$ cat config.mk
export PLATFORM = sky130hd
export DESIGN_NAME = mul_f32_pipe
export DESIGN_NICKNAME = d
export VERILOG_FILES = /design/src/rtl/mul_f32_pipe.sv
export SDC_FILE = /design/constraint.sdc
export NUM_CORES = 2
export LEC_CHECK = 0
export CAP_MARGIN = 10
export CORE_MARGIN = 4
export CORE_UTILIZATION = 25
export CTS_CLUSTER_DIAMETER = 100
export CTS_CLUSTER_SIZE = 24
export DETAILED_ROUTE_END_ITERATION = 8
export GPL_TIMING_DRIVEN = 1
export SYNTH_ARGS = -nofsm -noshare
export SYNTH_HDL_FRONTEND = slang
export SYNTH_SLANG_ARGS = --single-unit
$ cat constraint.sdc
create_clock -name clk -period 6.8 [get_ports clk]
set_clock_uncertainty 0.1 [all_clocks]
set_input_delay 1.36 -clock clk [delete_from_list [all_inputs] [get_ports clk]]
set_output_delay 1.36 -clock clk [all_outputs]
set_load 0.03 [all_outputs]
$ cat src/rtl/mul_f32_pipe.sv
// mul_f32_pipe: 3-stage FP32 multiplier, FTZ, truncating, valid/ready.
// Ports: clk, rst_n, in_valid/in_ready/a/b, out_valid/out_ready/product.
module mul_f32_pipe #(
  parameter int WIDTH         = 32,
  parameter int EXPONENTWIDTH = 8,
  parameter int MANTISSAWIDTH = 23,
  parameter int BIAS          = 127
) (
  input  logic             clk,
  input  logic             rst_n,
  input  logic             in_valid,
  output logic             in_ready,
  input  logic [WIDTH-1:0] a,
  input  logic [WIDTH-1:0] b,
  output logic             out_valid,
  input  logic             out_ready,
  output logic [WIDTH-1:0] product
);
  localparam int EW = EXPONENTWIDTH;
  localparam int MW = MANTISSAWIDTH;
  localparam int FW = MW + 1;
  localparam int PW = 2 * FW;
  localparam int SW = EW + 2;

  localparam logic [EW-1:0] EMAX = '1;
  localparam logic signed [SW-1:0] EBIAS = SW'(BIAS);
  localparam logic signed [SW-1:0] ONE = SW'(1);
  localparam logic signed [SW-1:0] ZERO = '0;
  localparam logic signed [SW-1:0] EOVF = {2'b00, EMAX};

  logic advance;
  assign advance  = !out_valid || out_ready;
  assign in_ready = advance;

  logic [EW-1:0] ea, eb;
  logic [MW-1:0] ma, mb;
  assign ea = a[WIDTH-2 -: EW];
  assign eb = b[WIDTH-2 -: EW];
  assign ma = a[MW-1:0];
  assign mb = b[MW-1:0];

  logic a_zero, b_zero, a_inf, b_inf, a_nan, b_nan;
  assign a_zero = (ea == '0);
  assign b_zero = (eb == '0);
  assign a_inf  = (ea == EMAX);
  assign b_inf  = (eb == EMAX);
  assign a_nan  = a_inf && (ma != '0);
  assign b_nan  = b_inf && (mb != '0);

  logic signed [SW-1:0] esum_d;
  assign esum_d = $signed({2'b00, ea}) + $signed({2'b00, eb}) - EBIAS;

  // stage 1
  logic                 v1, s1, z1, i1, n1;
  logic signed [SW-1:0] e1;
  logic [FW-1:0]        m1a, m1b;

  // stage 2
  logic                 v2, s2, z2, i2, n2;
  logic signed [SW-1:0] e2;
  logic [PW-1:0]        p2;

  logic [PW-1:0] p_d;
  assign p_d = {{FW{1'b0}}, m1a} * {{FW{1'b0}}, m1b};

  // stage 3 normalise/pack
  logic signed [SW-1:0] e3;
  logic [MW-1:0]        mant3;
  logic [WIDTH-1:0]     res;

  always_comb begin
    e3    = p2[PW-1] ? e2 + ONE : e2;
    mant3 = p2[PW-1] ? p2[PW-2 -: MW] : p2[PW-3 -: MW];
    res   = {s2, e3[EW-1:0], mant3};
    if (n2)
      res = {1'b0, EMAX, 1'b1, {(MW-1){1'b0}}};
    else if (i2)
      res = {s2, EMAX, {MW{1'b0}}};
    else if (z2)
      res = {s2, {EW{1'b0}}, {MW{1'b0}}};
    else if (e3 >= EOVF)
      res = {s2, EMAX, {MW{1'b0}}};
    else if (e3 <= ZERO)
      res = {s2, {EW{1'b0}}, {MW{1'b0}}};
  end

  always_ff @(posedge clk or negedge rst_n) begin
    if (!rst_n) begin
      v1        <= 1'b0;
      s1        <= 1'b0;
      z1        <= 1'b0;
      i1        <= 1'b0;
      n1        <= 1'b0;
      e1        <= '0;
      m1a       <= '0;
      m1b       <= '0;
      v2        <= 1'b0;
      s2        <= 1'b0;
      z2        <= 1'b0;
      i2        <= 1'b0;
      n2        <= 1'b0;
      e2        <= '0;
      p2        <= '0;
      out_valid <= 1'b0;
      product   <= '0;
    end else if (advance) begin
      v1 <= in_valid;
      if (in_valid) begin
        s1  <= a[WIDTH-1] ^ b[WIDTH-1];
        e1  <= esum_d;
        m1a <= {!a_zero, ma};
        m1b <= {!b_zero, mb};
        z1  <= a_zero || b_zero;
        i1  <= a_inf || b_inf;
        n1  <= a_nan || b_nan
            || (a_inf && b_zero) || (b_inf && a_zero);
      end
      v2 <= v1;
      if (v1) begin
        s2 <= s1;
        e2 <= e1;
        p2 <= p_d;
        z2 <= z1;
        i2 <= i1;
        n2 <= n1;
      end
      out_valid <= v2;
      if (v2) product <= res;
    end
  end

endmodule

==> out/metrics.cfg <==
[status]
status=completed

[sta]
slew_viol_final=0
fmax_mhz=151
fin_ws_ns=0.175
setup_tns_ns=0
hold_violations=0
tightest_slew_ns=0.965
max-slew-margin-rel=0.356
min_period_over_period=0.974
period_needed_ns=6.63
rsz0062_at_grt=true
finalSetupViolCount=0

[floorplanning]
boundaryPins=102
coreArea_sq_mm=0.0983
die_area_sq_mm=0.104
rows=115
die_h_microns=322
die_w_microns=322
initial_core_util=0.252

[layout]
nets=3535
fin_util=0.299
finalNonFillerCells=4103
fillers=10400
drive_above_1_share=0.134
area.growth.synth_to_final_pct=18.7

[setup_path]
criticalPathCategory=reg -> reg
path_max_fanout=5
cp.arrival_ns=6.85
end_kind=flip-flop
start_kind=flip-flop
worstPathRequired_ns=7.03

[cts]
clock_latency_ns=0.48
cts-htree-levels=4
clk_path_buf_depth=2
ctsHoldBuffers=0
cts_tree=built
cts_buffers=17
clock-sinks=136
root_buffer=clkbuf_16
clk_pin_slew_worst_paths_ns=0.08

[synthesis]
synth.distinct_cells=71
synth_seq_cells=136
yosysWarnings=0
syn_inst=2647
synthFlopType=dfrtp_1
synth_area_leaders=fa_1, dfrtp_1, ha_1
synth.top_cell.area_share=0.390
synth.cells.most_frequent=inv_1, fa_1, nand2_1
avgSynthCellArea_sq_um=9.34
yosysMostFrequentCell=inv_1
async_flop_share=1.00
synth_nets=3383
ys_seq_area_frac=0.138
syn_area_sq_mm=0.0247
synth_edf_count=0
synth_top_cell_by_area=fa_1

[placed_design]
gp_congestion=0.872
dp_cells=4040
hpwl_microns=53400
place_ws_ns=-0.0827
port_buffers=101

[flow_run]
maxCapViolCount=0

[global_routing]
grt_pass1_wl_microns=104000
grt_use_total=0.126
antenna_found_initial=11
grt_pass1_vias=19000
grt_max_degree=80
grt_overflow=0

[drt]
wl_per_cell_microns=15.8
drt_wl_total_microns=64800
ant_nets=0
first_pass_iters=5
routed_via_density=4.43
first_iter_violations=1046
routed-via-count=18200
route.detailed.drc=0

[hold_path]
hp-class=reg -> reg

==> cell families (layout without fill, tap and decap cells) <==
kind of cell | count (synthesis) | in the layout | synth area share
simple gates | 797 | 797 | 0.160
buf+inv | 699 | 864 | 0.108
fa+ha+maj | 668 | 668 | 0.484
compound gates | 218 | 218 | 0.0570
flops | 136 | 136 | 0.138
mux | 89 | 89 | 0.0393
xor+xnor | 40 | 40 | 0.0142
other cells | 0 | 4 | 0
==> metrics by stage <==
step,hold slack [ns],cell area (sq um)
floorplan,0.339,24700
global route,0.416,29300
CTS,0.386,28600
finish,0.380,29400
detailed placement,0.370,28000
global placement,0.364,28000
==> placed cells by master (no fill, tap or decap), types with 6 or more instances in the layout <==
cell type | synthesis | layout
a21oi_2 | 1 | 8
buf_12 | 0 | 14
clkdlybuf4s50_1 | 0 | 100
dfrtp_2 | 0 | 35
nand3_1 | 19 | 17
a21oi_1 | 44 | 37
inv_1 | 571 | 570
a21o_1 | 24 | 24
xor2_1 | 17 | 17
nor3_1 | 9 | 8
xnor2_1 | 23 | 23
and2_1 | 284 | 284
fa_2 | 0 | 14
nand2_1 | 391 | 387
fa_1 | 482 | 468
o21ai_0 | 46 | 42
ha_1 | 186 | 174
buf_4 | 4 | 128
mux2_2 | 64 | 64
o21ai_2 | 1 | 6
dfrtp_1 | 136 | 101
clkbuf_16 | 0 | 19
ha_4 | 0 | 11
mux2i_1 | 25 | 25
o21ai_1 | 39 | 36
buf_6 | 2 | 13
o21bai_1 | 7 | 7
nor2_1 | 24 | 24
nor4_1 | 14 | 12
nand4_1 | 22 | 22
o21a_1 | 7 | 7
==> metal layers <==
metal | GRT usage | vias to the layer above | routed length [microns]
met2 | 0.198 | 440 | 29300
met4 | 0.0244 | 6 | 978
li1 | - | 8297 | -
met5 | 0 | - | 40
met3 | 0.0270 | 72 | 4490
met1 | 0.181 | 9360 | 30000
==> repair_timing <==
| action | 4_1_cts | 5_1_grt |
|---|---|---|
| gates resized for setup | 9 | 116 |
| cloned | 0 | 2 |
| endpoints found under the hold margin | 0 | 0 |
| pin swaps | 0 | 57 |
| setup endpoints to repair | 11 | 24 |
| buffers inserted | 0 | 25 |
==> flip-flops by register name, indices dropped and copies added, names as in the netlist <==
register	count
e1	10
e2	10
i1	1
i2	1
m1a	24
m1b	24
n1	1
n2	1
out_valid	1
p2	25
product	32
s1	1
s2	1
v1	1
v2	1
z1	1
z2	1
==> worst paths after layout <==
check | start | end | slack [ns] | depth (start not counted)
setup / recovery | m1a[13] | p2[40] | 0.17 | 25
hold / removal | n1 | n1 | 0.38 | 1
setup reg to reg | m1a[13] | p2[40] | 0.17 | 25
hold reg to reg | n1 | n1 | 0.38 | 1
max in group asynchronous | rst_n | m1b[12] | 4.22 | 2
min in group asynchronous | rst_n | product[25] | 0.83 | 1
==> worst max-delay path, stage by stage, from the launching register on <==
cell	delay, ns
dfrtp_2	0.49
buf_6	0.16
clkbuf_16	0.15
and2_1	0.14
fa_1	0.45
fa_1	0.51
inv_1	0.05
fa_1	0.46
fa_1	0.51
inv_1	0.05
fa_1	0.48
fa_1	0.50
inv_1	0.05
fa_1	0.47
inv_1	0.04
ha_1	0.31
buf_4	0.15
o21ai_0	0.14
a21oi_1	0.11
a22oi_2	0.21
nand3_2	0.20
o21ai_4	0.28
o21ai_4	0.10
buf_4	0.15
xnor2_1	0.14
o21ai_1	0.08
==> layout make-up <==
cell class / instances / area [sq um] / share of cell area
antenna: 4 / 10.0 / 0.000341
clock buffer: 19 / 443 / 0.0151
clock inverter: 13 / 159 / 0.00541
inverter: 571 / 2140 / 0.0730
multi-input combinational: 1812 / 19100 / 0.650
sequential: 136 / 3450 / 0.117
tap: 1287 / 1610 / 0.0549
timing repair buffer: 261 / 2460 / 0.0838
Power is not shown: default switching activity piles up to over one toggle a cycle in this logic, so the estimate is an artifact.
